## src/rtl/clk_div_gen.sv

```systemverilog
// Programmable clock divider / enable generator.
// Produces a registered divided clock plus single-cycle rise/fall strobes.
// The divisor can be reprogrammed at any time. A new divisor only takes effect
// on a period boundary, or while idle, so clk_out never glitches.
// Start/stop is graceful: dropping en lets the current period finish.
module clk_div_gen #(
   parameter int CNT_W     = 16,
   parameter int DIV_RESET = 4
) (
   input  logic             clk,
   input  logic             rst,
   input  logic             en,
   input  logic             div_load,
   input  logic [CNT_W-1:0] div_val,
   output logic             div_ack,
   output logic             div_err,
   output logic [CNT_W-1:0] div_cur,
   output logic             clk_out,
   output logic             rise_tick,
   output logic             fall_tick,
   output logic             running,
   output logic [7:0]       period_cnt
);

   localparam logic [CNT_W-1:0] DIV_INIT = CNT_W'(DIV_RESET);
   localparam logic [CNT_W-1:0] DIV_MIN  = CNT_W'(2);

   typedef enum logic [1:0] {
      S_IDLE,
      S_RUN,
      S_DRAIN
   } state_t;

   state_t           state, state_nxt;
   logic [CNT_W-1:0] cnt, cnt_nxt;
   logic [CNT_W-1:0] pending, pending_nxt;
   logic             pend, pend_nxt;
   logic [CNT_W-1:0] div_cur_nxt;
   logic             clk_out_nxt;
   logic             rise_nxt, fall_nxt;
   logic             ack_nxt, err_nxt;
   logic [7:0]       period_nxt;

   // Derived phase quantities for the divisor in use.
   // The high phase gets the extra cycle of an odd divisor: N=3 gives 2 high, 1 low.
   logic [CNT_W-1:0] last_cnt;
   logic [CNT_W-1:0] high_len;
   logic [CNT_W-1:0] cnt_inc;
   logic             wrap;
   logic             apply;

   assign last_cnt = div_cur - CNT_W'(1);
   assign high_len = div_cur - (div_cur >> 1);
   assign cnt_inc  = cnt + CNT_W'(1);
   assign wrap     = (cnt == last_cnt);

   // running covers both clocking states, so it drops only after the final period.
   assign running  = (state != S_IDLE);

   // Next-state and next-output logic for the run/drain sequencer and divisor update.
   always_comb begin
      // NOTE: every signal gets a default first, so no path can leave one unassigned and infer a latch.
      state_nxt   = state;
      cnt_nxt     = cnt;
      clk_out_nxt = clk_out;
      rise_nxt    = 1'b0;
      fall_nxt    = 1'b0;
      ack_nxt     = 1'b0;
      err_nxt     = 1'b0;
      div_cur_nxt = div_cur;
      pend_nxt    = pend;
      pending_nxt = pending;
      period_nxt  = period_cnt;
      apply       = 1'b0;

      unique case (state)
         S_IDLE: begin
            clk_out_nxt = 1'b0;
            apply       = pend;
            if (en) begin
               state_nxt   = S_RUN;
               cnt_nxt     = '0;
               clk_out_nxt = 1'b1;
               rise_nxt    = 1'b1;
            end
         end

         S_RUN, S_DRAIN: begin
            if (wrap) begin
               // A period boundary is the only safe point to switch divisors.
               cnt_nxt    = '0;
               period_nxt = period_cnt + 8'd1;
               apply      = pend;
               if (en) begin
                  state_nxt   = S_RUN;
                  clk_out_nxt = 1'b1;
                  rise_nxt    = 1'b1;
               end else begin
                  state_nxt   = S_IDLE;
                  clk_out_nxt = 1'b0;
               end
            end else begin
               cnt_nxt = cnt_inc;
               if (cnt_inc == high_len) begin
                  clk_out_nxt = 1'b0;
                  fall_nxt    = 1'b1;
               end
               // Dropping en mid-period only marks the drain.
               // The period still completes with its phase intact.
               state_nxt = en ? S_RUN : S_DRAIN;
            end
         end

         default: begin
            state_nxt   = S_IDLE;
            cnt_nxt     = '0;
            clk_out_nxt = 1'b0;
         end
      endcase

      // Install the previously pending divisor.
      if (apply) begin
         div_cur_nxt = pending;
         pend_nxt    = 1'b0;
         ack_nxt     = 1'b1;
      end

      // A load on the same edge as an apply waits for the next boundary.
      // Evaluating it after the apply gives that ordering, and last-wins for repeated loads.
      if (div_load) begin
         if (div_val < DIV_MIN) begin
            err_nxt = 1'b1;
         end else begin
            pending_nxt = div_val;
            pend_nxt    = 1'b1;
         end
      end
   end

   // State and output registers; reset aborts any period at once with no trailing tick.
   always_ff @(posedge clk or negedge rst) begin
      if (!rst) begin
         state      <= S_IDLE;
         cnt        <= '0;
         clk_out    <= 1'b0;
         rise_tick  <= 1'b0;
         fall_tick  <= 1'b0;
         div_ack    <= 1'b0;
         div_err    <= 1'b0;
         div_cur    <= DIV_INIT;
         pending    <= DIV_INIT;
         pend       <= 1'b0;
         period_cnt <= 8'd0;
      end else begin
         // NOTE: non-blocking assignments so every register samples pre-edge values.
         state      <= state_nxt;
         cnt        <= cnt_nxt;
         clk_out    <= clk_out_nxt;
         rise_tick  <= rise_nxt;
         fall_tick  <= fall_nxt;
         div_ack    <= ack_nxt;
         div_err    <= err_nxt;
         div_cur    <= div_cur_nxt;
         pending    <= pending_nxt;
         pend       <= pend_nxt;
         period_cnt <= period_nxt;
      end
   end

endmodule

```

## config.mk

```make
export PLATFORM = sky130hd
export DESIGN_NAME = clk_div_gen
export DESIGN_NICKNAME = d
export VERILOG_FILES = /design/src/rtl/clk_div_gen.sv
export SDC_FILE = /design/constraint.sdc
export NUM_CORES = 1
export LEC_CHECK = 0
export CORE_MARGIN = 1
export CORE_UTILIZATION = 50
export CTS_CLUSTER_SIZE = 20
export DETAILED_ROUTE_END_ITERATION = 8
export PLACE_DENSITY = 0.8
export SKIP_CTS_REPAIR_TIMING = 1
export SLEW_MARGIN = 20
export SYNTH_ARGS = -nofsm -noshare
export SYNTH_HDL_FRONTEND = slang
export SYNTH_SLANG_ARGS = --single-unit
```

## constraint.sdc

```tcl
create_clock -name clk -period 6.25 [get_ports clk]
set_clock_uncertainty 0.05 [all_clocks]
set_input_delay 1.25 -clock clk [delete_from_list [all_inputs] [get_ports clk]]
set_output_delay 1.25 -clock clk [all_outputs]
set_load 0.005 [all_outputs]
```

==> results of run 1 <==
[area by class of cell]
class                   instances  share of cell area
well taps                     108             0.02571
multi-input cells             360              0.5182
clock inverters                 3            0.003333
inverters                      33             0.02357
repair buffers                 50             0.09379
flip-flops and latches         64              0.3052
clock buffers                  13             0.03023
[power by group through the flow]
stage	logic (uW)	registers [uW]	clock network [uW]
global route	2020	623	351
global placement	1750	614	0
finish	1820	610	331
detailed placement	1800	617	0
floorplan	1410	590	0
CTS	1810	610	333
[through the flow]
| step | hold slack [ps] | worst slack (ps) | util | total power (uW) |
|---|---|---|---|---|
| global route | 452.8 | 2178 | 0.5998 | 2992 |
| finish | 428.1 | 2494 | 0.5998 | 2764 |
| detailed placement | 414.8 | 2536 | 0.5794 | 2418 |
| global placement | 407.8 | 2687 | 0.5794 | 2360 |
| CTS | 433.3 | 2524 | 0.5995 | 2757 |
| floorplan | 396.0 | 3338 | - | 1998 |
[final timing paths]
path / from / end / cells after the start
hold / removal: pending[3] / div_cur[3] / 2
setup / recovery: div_cur[0] / div_cur[8] / 9
max in group asynchronous: rst / div_cur[4] / 2
hold reg to reg: pending[3] / div_cur[3] / 2
min in group asynchronous: rst / cnt[15] / 2
setup reg to reg: div_cur[0] / div_cur[8] / 9
[critical path, cell delays in order (launching register included)]
cell     delay (ps)
dfrtp_1         470
inv_1           130
ha_1            360
xnor2_1         170
nor4_1          450
nand4_1         200
nor4b_2         530
a21oi_1         240
nor3_4          800
o21ai_0         190
[synthesized netlist by cell type, types with 2 or more instances]
| cell | n | area share |
|---|---|---|
| nor4_4 | 4 | 0.019 |
| o211ai_1 | 4 | 0.0066 |
| nor4_1 | 5 | 0.0069 |
| nand2b_1 | 7 | 0.0096 |
| inv_1 | 33 | 0.027 |
| o21ai_1 | 6 | 0.0066 |
| clkbuf_1 | 7 | 0.0058 |
| nor3_1 | 10 | 0.011 |
| nor2b_1 | 11 | 0.015 |
| xnor2_1 | 60 | 0.12 |
| nor2_1 | 24 | 0.020 |
| mux2i_1 | 3 | 0.0066 |
| dfrtp_1 | 62 | 0.34 |
| a21boi_0 | 3 | 0.0050 |
| xor2_1 | 15 | 0.029 |
| mux2_2 | 17 | 0.042 |
| o21ai_0 | 32 | 0.035 |
| and3_1 | 7 | 0.0096 |
| nand4_1 | 15 | 0.021 |
| nand3_1 | 9 | 0.0099 |
| ha_1 | 35 | 0.096 |
| and2_1 | 2 | 0.0028 |
| dfstp_2 | 2 | 0.012 |
| nand2_1 | 33 | 0.027 |
| buf_2 | 7 | 0.0077 |
| o31ai_1 | 8 | 0.013 |
| o21bai_1 | 5 | 0.0083 |
| nand3b_1 | 2 | 0.0033 |
| a21oi_1 | 16 | 0.018 |
| mux2_4 | 2 | 0.0066 |
| a221oi_1 | 2 | 0.0039 |
| or3_1 | 4 | 0.0055 |
| buf_4 | 5 | 0.0083 |
[kinds of logic after synthesis]
family	synth area share
AND/OR/NAND/NOR	0.1901
AO/OA/AOI/OAI	0.1078
XOR/XNOR	0.1444
flip-flops	0.3527
buffers and inverters	0.04897
adder cells (fa/ha/maj)	0.1007
multiplexers	0.05530
[flip-flops by register name, summed over array words and instances (netlist names)]
| name | count |
|---|---|
| rise_tick | 1 |
| div_ack | 1 |
| pending | 16 |
| clk_out | 1 |
| div_err | 1 |
| state | 2 |
| pend | 1 |
| cnt | 16 |
| div_cur | 16 |
| fall_tick | 1 |
| period_cnt | 8 |
[metal layers]
layer | part of all wire | vias to the layer above
met2 | 0.47 | 80
li1 | - | 1720
met1 | 0.47 | 1723
met5 | 0 | -
met4 | 0.015 | 0
met3 | 0.041 | 13
==> flow_summary.ini, run 1 <==
[outcome]
status = complete, no violations

[grt]
grt_pass1_vias = 3416
use_met1 = 0.3120
grt_first_pass_wirelength_mm = 16.93
overflow = 0
antenna_found_initial = 0
grt_use_total = 0.2250
grt_max_degree = 65
grt_use_met2 = 0.3540
grt_most_used_layer = met2
grt_util_met3 = 0.04460

[floorplan]
initial_core_util = 0.5190
placementRows = 34
die_w_um = 97.38
dieHeight_um = 97.38
coreArea_mm2 = 0.008763
dieArea_mm2 = 0.009482
boundaryPins = 50

[timing]
worstMarginPinSlew_ps = 995.4
relSlewSlack = 0.3343
totalNegativeSetupSlack_ps = 0
report.final.slew_viol_count = 0
grt_setup_unrepaired = false
fmax_ghz = 0.2663
min_period_ps = 3756
final_hold_viol_count = 0
fin_crit_sh = 0.6009
finalSetupViolations = 0

[cts]
cts_max_level = 3
cts_buffer_depth = 2
clk_pin_slew_ps = 70
cts_root_buffer = clkbuf_8
insertion_delay_ps = 350
cts_inserted_buffers = 9
clock_sinks = 64
tritoncts = built

[placement]
dp_hpwl_mm = 7.825
port_buffers = 49
gp_congestion = 0.8870
dp.cells = 615
dpl-instance-area_mm2 = 0.005077

[finish]
final_layout_size_suffix_gt1_frac = 0.09751
n_fill_cell = 741
multiInputGateArea_mm2 = 0.002724
layout.nets = 574
diodes = 0
fin_cells = 631
final_area_mm2 = 0.005256
seqCellArea_mm2 = 0.001604
mostFrequentLayoutCell = dfrtp_1
syn_to_final_growth_pct = 15.57
layout_common_cells = 62 x dfrtp_1, 60 x xnor2_1, 48 x clkdlybuf4s50_1

[routing]
vias_per_cell = 5.604
firstDrtPassIters = 4
num_vias = 3536
initialDrtViolationCount = 190
routed_wirelength_mm = 10.18
ant_nets = 0
drc_errors = 0
wire_per_inst_um = 16.13

[power]
p_int_uw = 1484
p_sw_uw = 1280
power_frac_seq = 0.221
peakVddDrop_uv = 256.6
power_leakage_uw = 0.002219
power_frac_clock = 0.120
p_per_area_mw_per_mm2 = 525.8
combPwrFrac = 0.660
swShare = 0.4630

[synthesis]
ys_warn_count = 0
ys_seq_elements = 64
synth_nets = 532
synth_cell_types = 52
ys_async_sr_fraction = 1.000
ys_seq_area_frac = 0.3527
synth_cells = 476
netlist_area_mm2 = 0.004548
synth_flop_cell = dfrtp_1
syn_avg_cell_area_um2 = 9.555
synth_edf_count = 0

[worst_hold_path]
hold_path.class = reg -> reg

[worst_setup_path]
crit_type = reg -> reg
cp.arrival_ps = 3890
reg2reg_slack_ps = 2490
start_kind = flop
required_ps = 6390
end_kind = flop
crit_path_max_fanout = 34

[job]
max-cap-violations = 0
(Power assumes the default switching activity.)
==> run 2: changes to the inputs <==
--- a/config.mk
+++ b/config.mk
@@ -9,7 +9,7 @@
 export CORE_UTILIZATION = 50
 export CTS_CLUSTER_SIZE = 20
 export DETAILED_ROUTE_END_ITERATION = 8
-export PLACE_DENSITY = 0.8
+export PLACE_DENSITY = 0.83
 export SKIP_CTS_REPAIR_TIMING = 1
 export SLEW_MARGIN = 20
 export SYNTH_ARGS = -nofsm -noshare
==> constraint.sdc (replaced) <==
create_clock -name clk -period 3.44 [get_ports clk]
set_clock_uncertainty 0.05 [all_clocks]
set_input_delay 0.688 -clock clk [delete_from_list [all_inputs] [get_ports clk]]
set_output_delay 0.688 -clock clk [all_outputs]
set_load 0.005 [all_outputs]
==> flow_summary.ini, run 2 (synthesis gave the netlist of run 1 again) <==
[outcome]
status = complete, no violations

[worst_setup_path]
end_kind = flop
reg2reg_slack_ps = 180
required_ps = 3620
cp.arrival_ps = 3440
crit_type = reg -> reg
crit_path_max_fanout = 7
start_kind = flop

[routing]
vias_per_cell = 5.582
ant_nets = 0
routed_wirelength_mm = 10.26
wire_per_inst_um = 16.12
firstDrtPassIters = 6
initialDrtViolationCount = 240
drc_errors = 0
num_vias = 3550

[placement]
gp_congestion = 0.9285
dp_hpwl_mm = 8.039
dpl-instance-area_mm2 = 0.005127
port_buffers = 49

[power]
peakVddDrop_uv = 422.7
p_per_area_mw_per_mm2 = 979.7
total_power_uw = 5245
power_leakage_uw = 0.002274

[cts]
tritoncts = built
insertion_delay_ps = 340
clk_pin_slew_ps = 80
cts_buffer_depth = 2
cts_root_buffer = clkbuf_8
cts_inserted_buffers = 9
clock_sinks = 64
cts_max_level = 3

[timing]
final_hold_viol_count = 0
fmax_ghz = 0.3065
grt_setup_unrepaired = false
min_period_ps = 3263
worstMarginPinSlew_ps = 762.6
fin_crit_sh = 0.9485
relSlewSlack = 0.4869
report.final.slew_viol_count = 0
totalNegativeSetupSlack_ps = 0
finalSetupViolations = 0

[grt]
grt_use_met2 = 0.3620
overflow = 0
grt_max_degree = 46
grt_pass1_vias = 3459
antenna_found_initial = 0
use_met1 = 0.3219
grt_util_met3 = 0.05252
grt_most_used_layer = met2
grt_use_total = 0.2300
grt_first_pass_wirelength_mm = 17.37

[floorplan]
dieArea_mm2 = 0.009482
initial_core_util = 0.5190
placementRows = 34
dieHeight_um = 97.38
coreArea_mm2 = 0.008763
die_w_um = 97.38
boundaryPins = 50

[finish]
syn_to_final_growth_pct = 17.72
final_area_mm2 = 0.005354
mostFrequentLayoutCell = dfrtp_1
layout_common_cells = 62 x dfrtp_1, 60 x xnor2_1, 48 x clkdlybuf4s50_1
multiInputGateArea_mm2 = 0.002728
reg_top3 = cnt x16, div_cur x16, pending x16
n_fill_cell = 693
layout.nets = 579
seqCellArea_mm2 = 0.001604
diodes = 0
final_layout_size_suffix_gt1_frac = 0.1080
postLayoutCoreUtil = 0.6109

[worst_hold_path]
hold_path.class = in -> async

[job]
max-cap-violations = 0
-- run 2: changes by cell type in the layout (fill, tap and decap cells not counted) --
cell,previous run,this run
clkinvlp_4,1,0
bufinv_16,0,2
a311oi_2,0,1
buf_12,0,1
inv_6,0,1
nor2_1,23,24
clkbuf_1,2,1
a311oi_1,1,0
buf_4,1,5
nor2_2,1,0
clkbuf_8,11,10
-- run 2: layout make-up --
cell class / count / share of cell area
Tap cell: 108 / 0.02524
Clock buffer: 11 / 0.02641
Sequential cell: 64 / 0.2996
Clock inverter: 5 / 0.01472
Multi-Input combinational cell: 360 / 0.5095
Inverter: 33 / 0.02314
Timing Repair Buffer: 55 / 0.1014
-- run 2: worst max-delay path, cell delays in order, from the launching register on --
cell	delay, ps
dfrtp_1	440
inv_1	140
ha_1	180
inv_1	60
fa_1	410
a21oi_1	210
o221a_2	250
a21oi_1	130
a221oi_1	400
mux2i_1	180
nor4_4	310
a21oi_2	90
mux2_4	300
-- run 2: worst paths after layout --
kind / startpoint / endpoint / depth (start not counted)
setup / recovery: div_cur[0] / clk_out / 12
hold / removal: rst / fall_tick / 1
setup reg to reg: div_cur[0] / clk_out / 12
hold reg to reg: period_cnt[7] / period_cnt[7] / 1
max in group asynchronous: rst / div_cur[2] / 2
min in group clk: period_cnt[7] / period_cnt[7] / 1
-- run 2: metal layers --
metal,part of all wire,vias to the layer above
li1,-,1736
met1,0.46,1697
met2,0.48,108
met3,0.048,9
met4,0.0099,0
met5,0,-
-- run 2: metrics by stage --
step           hold slack, ps  worst slack (ps)  instances
6_report                225.6             177.0        636
5_1_grt                 250.1             28.05        636
4_1_cts                 238.7             182.7        636
3_5_place_dp            418.9             217.3        620
3_3_place_gp            410.9             351.3        620
2_1_floorplan           342.4             528.1        476
-- run 2: power breakdown --
group          internal [uW]  switching, uW  leakage (uW)
combinational           1550           1870       0.00134
sequential               920            181      0.000817
clock                    428            296      0.000114
total                   2900           2350       0.00227
